$ cat src/rtl/icu186_wb.sv
// icu186_wb: Wishbone-slave 80186-style interrupt controller for the Zet core (io 0xFF20-0xFF3E).
//   Synchronises 4 maskable requests plus NMI, drives intr_o/nmi_o and returns the vector on inta/nmia.
//   Optional macro ICU_POLL_EN enables POLL (0xFF24, commits) and POLLST (0xFF26, no commit) reads.
// Ports: clk, rst (sync, active-high); wb_cyc_i/wb_stb_i/wb_we_i/wb_adr_i[3:0]/wb_sel_i/wb_dat_i ->
//   wb_dat_o/wb_ack_o (registered ack, one cycle after request); int_i[3:0], nmi_i async requests;
//   intr_o/inta_i and nmi_o/nmia_i CPU handshake; vec_o = {8'h00, vector type}.
module icu186_wb #(
   parameter logic [7:0] VEC_BASE    = 8'h0C,
   parameter logic [7:0] NMI_VEC     = 8'h02,
   parameter int         SYNC_STAGES = 2
) (
   input  logic        clk,
   input  logic        rst,
   input  logic        wb_cyc_i,
   input  logic        wb_stb_i,
   input  logic        wb_we_i,
   input  logic [3:0]  wb_adr_i,
   input  logic [1:0]  wb_sel_i,
   input  logic [15:0] wb_dat_i,
   output logic [15:0] wb_dat_o,
   output logic        wb_ack_o,
   input  logic [3:0]  int_i,
   input  logic        nmi_i,
   output logic        intr_o,
   input  logic        inta_i,
   output logic        nmi_o,
   input  logic        nmia_i,
   output logic [15:0] vec_o
);

   logic [SYNC_STAGES-1:0][3:0] r_int_sync;
   logic [SYNC_STAGES-1:0]      r_nmi_sync;
   logic [3:0]  r_int_prev;
   logic        r_nmi_prev;
   logic [4:0]  r_ctl [4];          // [4] LTM, [3] MSK, [2:0] PR
   logic [2:0]  r_primsk;
   logic [3:0]  r_inserv;
   logic [3:0]  r_reqst;            // edge-mode latches only
   logic        r_ack, r_intr, r_nmi, r_inta_d, r_cand_vld;
   logic [1:0]  r_cand_idx;
   logic [7:0]  r_vec;
   logic [15:0] r_dat;

   logic [3:0]  w_int_s, w_int_rise, w_req, w_eoi_clr, w_commit_set;
   logic        w_nmi_rise, w_wb_req, w_wr, w_rd, w_inta_commit, w_poll_commit;
   logic        w_isr_vld, w_cand_vld;
   logic [1:0]  w_isr_idx, w_cand_idx;
   logic [3:0]  w_isr_min;
   logic [2:0]  w_cand_pr;
   logic [4:0]  w_eoi_idx;
   logic [7:0]  w_live_type;
   logic [15:0] w_rd_dat;
   logic        w_unused;

   assign w_unused   = ^{wb_sel_i, wb_dat_i[14:5]};
   assign w_int_s    = r_int_sync[SYNC_STAGES-1];
   assign w_int_rise = w_int_s & ~r_int_prev;
   assign w_nmi_rise = r_nmi_sync[SYNC_STAGES-1] & ~r_nmi_prev;

   always_comb begin
      for (int i = 0; i < 4; i++)
         w_req[i] = r_ctl[i][4] ? w_int_s[i] : r_reqst[i];
   end

   // Lowest in-service PR gates new candidates; its owner is also the nonspecific EOI target.
   always_comb begin
      w_isr_min  = 4'd8;
      w_isr_idx  = 2'd0;
      w_isr_vld  = 1'b0;
      w_cand_vld = 1'b0;
      w_cand_idx = 2'd0;
      w_cand_pr  = 3'd7;
      for (int i = 0; i < 4; i++) begin
         if (r_inserv[i] && ({1'b0, r_ctl[i][2:0]} < w_isr_min)) begin
            w_isr_min = {1'b0, r_ctl[i][2:0]};
            w_isr_idx = i[1:0];
            w_isr_vld = 1'b1;
         end
      end
      for (int i = 0; i < 4; i++) begin
         if (w_req[i] && !r_ctl[i][3] && (r_ctl[i][2:0] <= r_primsk) &&
             ({1'b0, r_ctl[i][2:0]} < w_isr_min) &&
             (!w_cand_vld || (r_ctl[i][2:0] < w_cand_pr))) begin
            w_cand_vld = 1'b1;
            w_cand_idx = i[1:0];
            w_cand_pr  = r_ctl[i][2:0];
         end
      end
   end

   assign w_live_type = w_cand_vld ? (VEC_BASE + {6'd0, w_cand_idx}) : (VEC_BASE + 8'd7);

   assign w_wb_req = wb_cyc_i & wb_stb_i & ~r_ack;
   assign w_wr     = w_wb_req & wb_we_i;
   assign w_rd     = w_wb_req & ~wb_we_i;

   always_comb begin
      w_rd_dat = 16'h0000;
      case (wb_adr_i)
`ifdef ICU_POLL_EN
         4'h2, 4'h3: w_rd_dat = {w_cand_vld, 10'b0, w_live_type[4:0]};
`endif
         4'h4: w_rd_dat = {12'b0, r_ctl[3][3], r_ctl[2][3], r_ctl[1][3], r_ctl[0][3]};
         4'h5: w_rd_dat = {13'b0, r_primsk};
         4'h6: w_rd_dat = {12'b0, r_inserv};
         4'h7: w_rd_dat = {12'b0, w_req};
         4'hC, 4'hD, 4'hE, 4'hF: w_rd_dat = {11'b0, r_ctl[wb_adr_i[1:0]]};
         default: w_rd_dat = 16'h0000;
      endcase
   end

`ifdef ICU_POLL_EN
   assign w_poll_commit = w_rd & (wb_adr_i == 4'h2) & w_cand_vld;
`else
   assign w_poll_commit = 1'b0;
`endif

   // inta commits the candidate frozen in r_vec, i.e. exactly what the CPU reads back.
   assign w_inta_commit = inta_i & ~r_inta_d & r_cand_vld;
   assign w_commit_set  = (w_inta_commit ? (4'b0001 << r_cand_idx) : 4'b0000) |
                          (w_poll_commit ? (4'b0001 << w_cand_idx) : 4'b0000);

   assign w_eoi_idx = wb_dat_i[4:0] - VEC_BASE[4:0];
   always_comb begin
      w_eoi_clr = 4'b0000;
      if (w_wr && (wb_adr_i == 4'h1)) begin
         if (wb_dat_i[15])
            w_eoi_clr = w_isr_vld ? (4'b0001 << w_isr_idx) : 4'b0000;
         else if (w_eoi_idx < 5'd4)
            w_eoi_clr = 4'b0001 << w_eoi_idx[1:0];
      end
   end

   always_ff @(posedge clk) begin
      if (rst) begin
         r_int_sync <= '0;
         r_nmi_sync <= '0;
         r_int_prev <= 4'b0000;
         r_nmi_prev <= 1'b0;
         for (int i = 0; i < 4; i++) r_ctl[i] <= 5'b01111;
         r_primsk   <= 3'd7;
         r_inserv   <= 4'b0000;
         r_reqst    <= 4'b0000;
         r_ack      <= 1'b0;
         r_dat      <= 16'h0000;
         r_intr     <= 1'b0;
         r_nmi      <= 1'b0;
         r_inta_d   <= 1'b1;        // an inta still high out of reset is not a new edge
         r_cand_vld <= 1'b0;
         r_cand_idx <= 2'd0;
         r_vec      <= 8'h00;
      end else begin
         r_int_sync <= {r_int_sync[SYNC_STAGES-2:0], int_i};
         r_nmi_sync <= {r_nmi_sync[SYNC_STAGES-2:0], nmi_i};
         r_int_prev <= w_int_s;
         r_nmi_prev <= r_nmi_sync[SYNC_STAGES-1];
         r_ack      <= w_wb_req;
         r_dat      <= w_rd ? w_rd_dat : 16'h0000;
         r_inta_d   <= inta_i;
         r_intr     <= w_cand_vld & ~inta_i;
         r_nmi      <= nmia_i ? 1'b0 : (w_nmi_rise | r_nmi);

         for (int i = 0; i < 4; i++) begin
            if (w_wr && (wb_adr_i == {2'b11, i[1:0]}))
               r_ctl[i] <= wb_dat_i[4:0];
            else if (w_wr && (wb_adr_i == 4'h4))
               r_ctl[i][3] <= wb_dat_i[i];
            // a new edge beats a same-cycle acknowledge
            if (r_ctl[i][4])
               r_reqst[i] <= 1'b0;
            else if (w_int_rise[i])
               r_reqst[i] <= 1'b1;
            else if (w_commit_set[i])
               r_reqst[i] <= 1'b0;
         end

         if (w_wr && (wb_adr_i == 4'h5))
            r_primsk <= wb_dat_i[2:0];

         // EOI clears before the commit sets
         if (w_wr && (wb_adr_i == 4'h6))
            r_inserv <= wb_dat_i[3:0] | w_commit_set;
         else
            r_inserv <= (r_inserv & ~w_eoi_clr) | w_commit_set;

         if (!inta_i && !nmia_i) begin
            r_vec      <= w_live_type;
            r_cand_vld <= w_cand_vld;
            r_cand_idx <= w_cand_idx;
         end
      end
   end

   assign wb_ack_o = r_ack;
   assign wb_dat_o = r_dat;
   assign intr_o   = r_intr;
   assign nmi_o    = r_nmi;
   assign vec_o    = {8'h00, nmia_i ? NMI_VEC : r_vec};

endmodule

$ cat config.mk
export PLATFORM = sky130hd
export DESIGN_NAME = icu186_wb
export DESIGN_NICKNAME = d
export VERILOG_FILES = /design/src/rtl/icu186_wb.sv
export SDC_FILE = /design/constraint.sdc
export NUM_CORES = 1
export LEC_CHECK = 0
export BUFFER_PORTS_ARGS = -buffer_cell sky130_fd_sc_hd__buf_4
export CORE_MARGIN = 4
export CORE_UTILIZATION = 46
export CTS_CLUSTER_SIZE = 40
export DETAILED_ROUTE_END_ITERATION = 6
export PLACE_DENSITY = 0.67
export SKIP_LAST_GASP = 1
export SLEW_MARGIN = 10
export SYNTH_ARGS = -nofsm -noshare
export SYNTH_HDL_FRONTEND = slang
export SYNTH_SLANG_ARGS = --single-unit
$ cat constraint.sdc
create_clock -name clk -period 11.25 [get_ports clk]
set_input_delay 1.6875 -clock clk [delete_from_list [all_inputs] [get_ports clk]]
set_output_delay 1.6875 -clock clk [all_outputs]
set_load 0.01 [all_outputs]
==> results.cfg, run 1 <==
[die]
io_pins = 69
placementRows = 34
die_w_um = 103.4
die-area_sq_mm = 0.01069
die_height_um = 103.4
start_util_pct = 47.51
coreArea_sq_mm = 0.008806

[timing]
finalSetupTns_ps = 0
post-route-min-period_ps = 10240
maxSlewHeadroom_pct = 44.31
final-hold-violation-count = 0
setup_viol = 0
maxSlewViolCount = 0
tightest_slew_ps = 827.8
finalClockSkew_ps = 11.66
fin_crit_sh_pct = 91.00
fmax_mhz = 97.68
rsz0062_at_grt = false

[setup_path]
rr_startpoint = r_inserv[0]
cp.arrival_ps = 10510
worst_path_largest_cell_delay_ps = 660
crit_top_cell = ha_1
r2r-end = r_cand_idx[0]
end_kind = register
rrSetupSlack_ps = 1010
crit_slowest_cell = dfxtp_1
r2r_cells = 40
worstSetupPathType = register to register
cp_max_fo = 13
required_ps = 11520
start_kind = register

[place]
portBuffers = 34
routabilityCongestion = 0.9496
dp_hpwl_mm = 8.099
place_area_sq_mm = 0.004425

[global_routing]
grtUsageTotal_pct = 21.41
grt_max_degree = 35
grt_pass1_wl_mm = 17.42
grt_overflow = 0
grt_pass1_vias = 3436
antenna_found_initial = 0

[power]
peakVddDrop_v = 0.0001142
power_leakage_uw = 0.001858
power.density_mw_per_mm2 = 108.6
total_power_uw = 504.6

[yosys]
synth_area_leader_cell = dfxtp_1
synth_area_sq_mm = 0.004184
synth_top_area_share_pct = 19.62
ys_warn_count = 0
synthCells = 465
synth.distinct_cells = 70
ys.flop_type = dfxtp_1
syn_area_per_cell_sq_um = 8.998
synthTopCellsByCount = dfxtp_1, a21oi_1, inv_1
yosysMostFrequentCell = dfxtp_1
synth_enable_flop_cells = 20
ys_async_sr_fraction_pct = 0
synth_area_leaders = dfxtp_1, edfxtp_1, ha_1
synth_seq_cells = 61
ys_seq_area_share_pct = 33.97

[cts]
post_cts_buffers = 0
cts.clk_slew.worst_paths_ps = 80
cts_sinks = 61
clockBufferDepth = 2
htreeDepth = 3
cts_tree = yes
postCtsHoldBufs = 0
clkLatencyLatePin_ps = 350
root_buffer = clkbuf_8
ctsResizeCount = 0
cts_made_buffers = 9

[detailed_routing]
drc = 0
via_per_inst = 5.819
wl_per_cell_um = 17.52
firstDrtPassIters = 5
vias = 3532
routed_wl_mm = 10.64
drt_iter0_drc = 189
ant_nets = 0

[finish]
seqCellArea_sq_mm = 0.001421
fin_area_sq_mm = 0.004646
final_nets = 556
drive_gt1_share_pct = 15.03
multi_input_area_sq_mm = 0.002501
fillerInstances = 807
antenna_cells = 0
area_growth_pct = 11.03

[job]
drv_cap = 0

[min_path]
hold_path.startpoint = r_int_sync[3]
hold_class = register to register
min_to = w_int_s[3]
hold_depth = 1

[status]
outcome = finished clean
metrics by stage:
stage                     worst slack, ps  cells  hold slack (ps)  util (%)
final                                1012    607            445.7     52.76
after detailed placement             1145    591            429.5     50.26
after global placement               1343    591            420.5     50.26
after CTS                            1076    607            448.6     52.76
after floorplan                      2430    486            413.8         -
after global routing                300.3    607            460.7     52.76
worst max path at each step:
stage,startpoint,endpoint,slack (ps)
2_1_floorplan,r_inserv[0],r_cand_idx[1],2430
3_3_place_gp,r_inserv[0],r_cand_idx[1],1340
3_5_place_dp,r_inserv[0],r_vec[1],1140
4_1_cts,r_inserv[0],r_cand_idx[1],1080
5_1_grt,r_inserv[0],r_vec[0],300
6_report,r_inserv[0],r_cand_idx[0],1010
critical path, delay by kind of cell, from the launching register on:
family / cells / cell delay (ps)
flip-flops: 1 / 660
AND/OR/NAND/NOR: 11 / 2320
adder cells (fa/ha/maj): 7 / 1960
AO/OA/AOI/OAI: 18 / 4470
buffers and inverters: 2 / 150
multiplexers: 2 / 590
sequential cells by signal (all words and copies together), names as in the netlist:
name	flops
r_ctl	20
wb_dat_o	5
r_inserv	4
r_int_prev	4
r_int_sync	4
r_reqst	4
r_vec	4
w_int_s	4
r_primsk	3
r_cand_idx	2
r_nmi_sync	2
intr_o	1
nmi_o	1
r_inta_d	1
r_nmi_prev	1
wb_ack_o	1
power by group:
| part | internal, uW | switching, uW | leakage [uW] |
|---|---|---|---|
| logic | 21.6 | 30.6 | 0.00125 |
| clock network | 119 | 95.5 | 0.000114 |
| registers | 233 | 4.93 | 0.000497 |
routing by layer:
layer	wire length, um	GRT usage, %	up-vias	part of all wire [%]
met3	676	4.829	26	6.4
met2	5052	34.07	126	48
met1	4579	27.92	1659	43
met4	327	9.263	0	3.1
met5	0	0	-	0
li1	-	-	1721	-
placed cells by master, fill, tap and decap left out, types with 6 or more instances in the layout:
master | synthesis | layout
buf_4 | 23 | 34
o31ai_1 | 7 | 7
edfxtp_1 | 20 | 20
ha_1 | 28 | 28
mux4_2 | 6 | 6
o211ai_1 | 6 | 6
a21oi_1 | 34 | 34
nand2_1 | 27 | 27
and2_1 | 7 | 7
inv_1 | 30 | 30
nor2b_1 | 26 | 26
nand3_1 | 6 | 6
a31oi_1 | 7 | 7
o21ai_0 | 18 | 18
a21o_1 | 6 | 6
nand2b_1 | 14 | 14
conb_1 | 1 | 22
nor2_1 | 29 | 29
mux2i_1 | 10 | 10
dfxtp_1 | 41 | 41
nor3_1 | 20 | 20
clkbuf_8 | 0 | 9
cells by family (layout without fill, tap and decap cells):
kind of cell	Yosys count	after routing	synth area share (%)
DFF	61	61	33.97
muxes	18	18	6.160
and+or+nand+nor	159	159	20.69
AOI/OAI and AO/OA	126	126	21.47
other	1	22	0.08963
xor gates and xnor gates	3	3	0.6281
buffers and inverters	67	80	8.134
adders and majority gates	30	30	8.852
area by class of cell:
cell class / instances / area share [%]
Inverter: 30 / 2.424
Tap cell: 108 / 2.909
Sequential cell: 61 / 30.60
Clock inverter: 6 / 1.535
Clock buffer: 10 / 3.205
Timing Repair Buffer: 34 / 5.494
Multi-Input combinational cell: 358 / 53.84
Power figures use the tool's default switching activity.
==> inputs of run 2 (changes only) <==
--- a/config.mk
+++ b/config.mk
@@ -8,3 +8,3 @@
 export BUFFER_PORTS_ARGS = -buffer_cell sky130_fd_sc_hd__buf_4
-export CORE_MARGIN = 4
+export CORE_MARGIN = 1
 export CORE_UTILIZATION = 46
--- a/constraint.sdc
+++ b/constraint.sdc
@@ -3,2 +3,2 @@
 set_output_delay 1.6875 -clock clk [all_outputs]
-set_load 0.01 [all_outputs]
+set_load 0.02 [all_outputs]
==> results.cfg, run 2 (synthesis results as in run 1) <==
[status]
outcome = finished clean

[cts]
clkLatencyLatePin_ps = 340
ctsResizeCount = 0
root_buffer = clkbuf_8
cts_tree = yes
clockBufferDepth = 2
htreeDepth = 3
cts.clk_slew.worst_paths_ps = 70
postCtsHoldBufs = 0
cts_sinks = 61
post_cts_buffers = 0
cts_made_buffers = 9

[finish]
fillerInstances = 820
mostFrequentLayoutCells = dfxtp_1, a21oi_1, buf_4
final_nets = 556
final_cells = 607
regMostFlops = r_ctl
largest_register_ffs = 20
seqCellArea_sq_mm = 0.001421
area_growth_pct = 10.50
antenna_cells = 0
layout_commonest_cell = dfxtp_1
multi_input_area_sq_mm = 0.002501
drive_gt1_share_pct = 14.43

[timing]
maxSlewViolCount = 0
fin_crit_sh_pct = 90.60
fmax_mhz = 98.12
rsz0062_at_grt = false
tightest_slew_ps = 828.1
post-route-min-period_ps = 10190
finalSetupTns_ps = 0
finalClockSkew_ps = 12.00
setup_viol = 0
maxSlewHeadroom_pct = 44.29
final-hold-violation-count = 0

[min_path]
hold_class = register to register

[power]
power.density_mw_per_mm2 = 106.1
power_leakage_uw = 0.001845
peakVddDrop_v = 0.0001157

[setup_path]
required_ps = 11510
start_kind = register
worstSetupPathType = register to register
crit_slowest_cell = dfxtp_1
worst_path_largest_cell_delay_ps = 640
cp.arrival_ps = 10450
end_kind = register
cp_max_fo = 13
crit_top_cell = ha_1

[detailed_routing]
drt_iter0_drc = 194
ant_nets = 0
firstDrtPassIters = 4
vias = 3585
drc = 0
routed_wl_mm = 10.29
via_per_inst = 5.906
wl_per_cell_um = 16.95

[global_routing]
grtUsageTotal_pct = 22.54
grt_pass1_vias = 3428
grt_max_degree = 35
grt_overflow = 0
grt_pass1_wl_mm = 17.05
antenna_found_initial = 0

[die]
placementRows = 34
die-area_sq_mm = 0.009481
io_pins = 69
coreArea_sq_mm = 0.008763
start_util_pct = 47.74
die_w_um = 97.37
die_height_um = 97.37

[place]
portBuffers = 34
dp_hpwl_mm = 7.844
routabilityCongestion = 0.9025
place_inst = 591

[job]
drv_cap = 0
## run 2: per-stage QoR
stage	power, uW	util, %	instance area (sq um)	hold slack (ps)	setup slack [ps]
final	490.4	52.76	4623	445.8	1058
after global routing	511.6	52.76	4623	465.0	222.7
after CTS	494.5	52.76	4623	447.5	1114
after detailed placement	298.6	50.50	4425	427.8	1164
after global placement	297.5	50.50	4425	419.4	1325
after floorplan	286.3	-	4263	413.8	2430
## run 2: power by group
| group | switching, uW | total [uW] | internal, uW |
|---|---|---|---|
| Clock | 81.8 | 196 | 114 |
| Combinational | 34.3 | 56.1 | 21.7 |
| Sequential | 4.87 | 238 | 233 |
## run 2: path summary, 6_finish.rpt
path / slack (ps) / from / depth (start not counted) / endpoint
min: 450 / r_int_sync[0] / 1 / w_int_s[0]
max: 1060 / r_inserv[0] / 40 / r_cand_idx[1]
max reg2reg: 1060 / r_inserv[0] / 40 / r_cand_idx[1]
min reg2reg: 450 / r_int_sync[0] / 1 / w_int_s[0]
## run 2: layout make-up
cell class                 instances  share of cell area, %
multi-input combinational        358                  54.10
sequential                        61                  30.74
timing repair buffer              34                  5.521
clock buffer                      14                  3.518
tap                              108                  2.923
inverter                          30                  2.436
clock inverter                     2                 0.7578
## run 2: metal layers
metal	global-route usage (%)	wire, um	vias up
li1	-	-	1729
met1	30.51	4629	1690
met2	35.50	4688	138
met3	3.885	628	28
met4	9.389	342	0
met5	0	0	-
## run 2: worst max-delay path: cells and delay by family, from the launching register on
kind            cells  cell delay, ps
compound gates     19            4740
mux                 2             570
simple gates       10            2090
fa+ha+maj           7            1940
flops               1             640
buf+inv             2             140
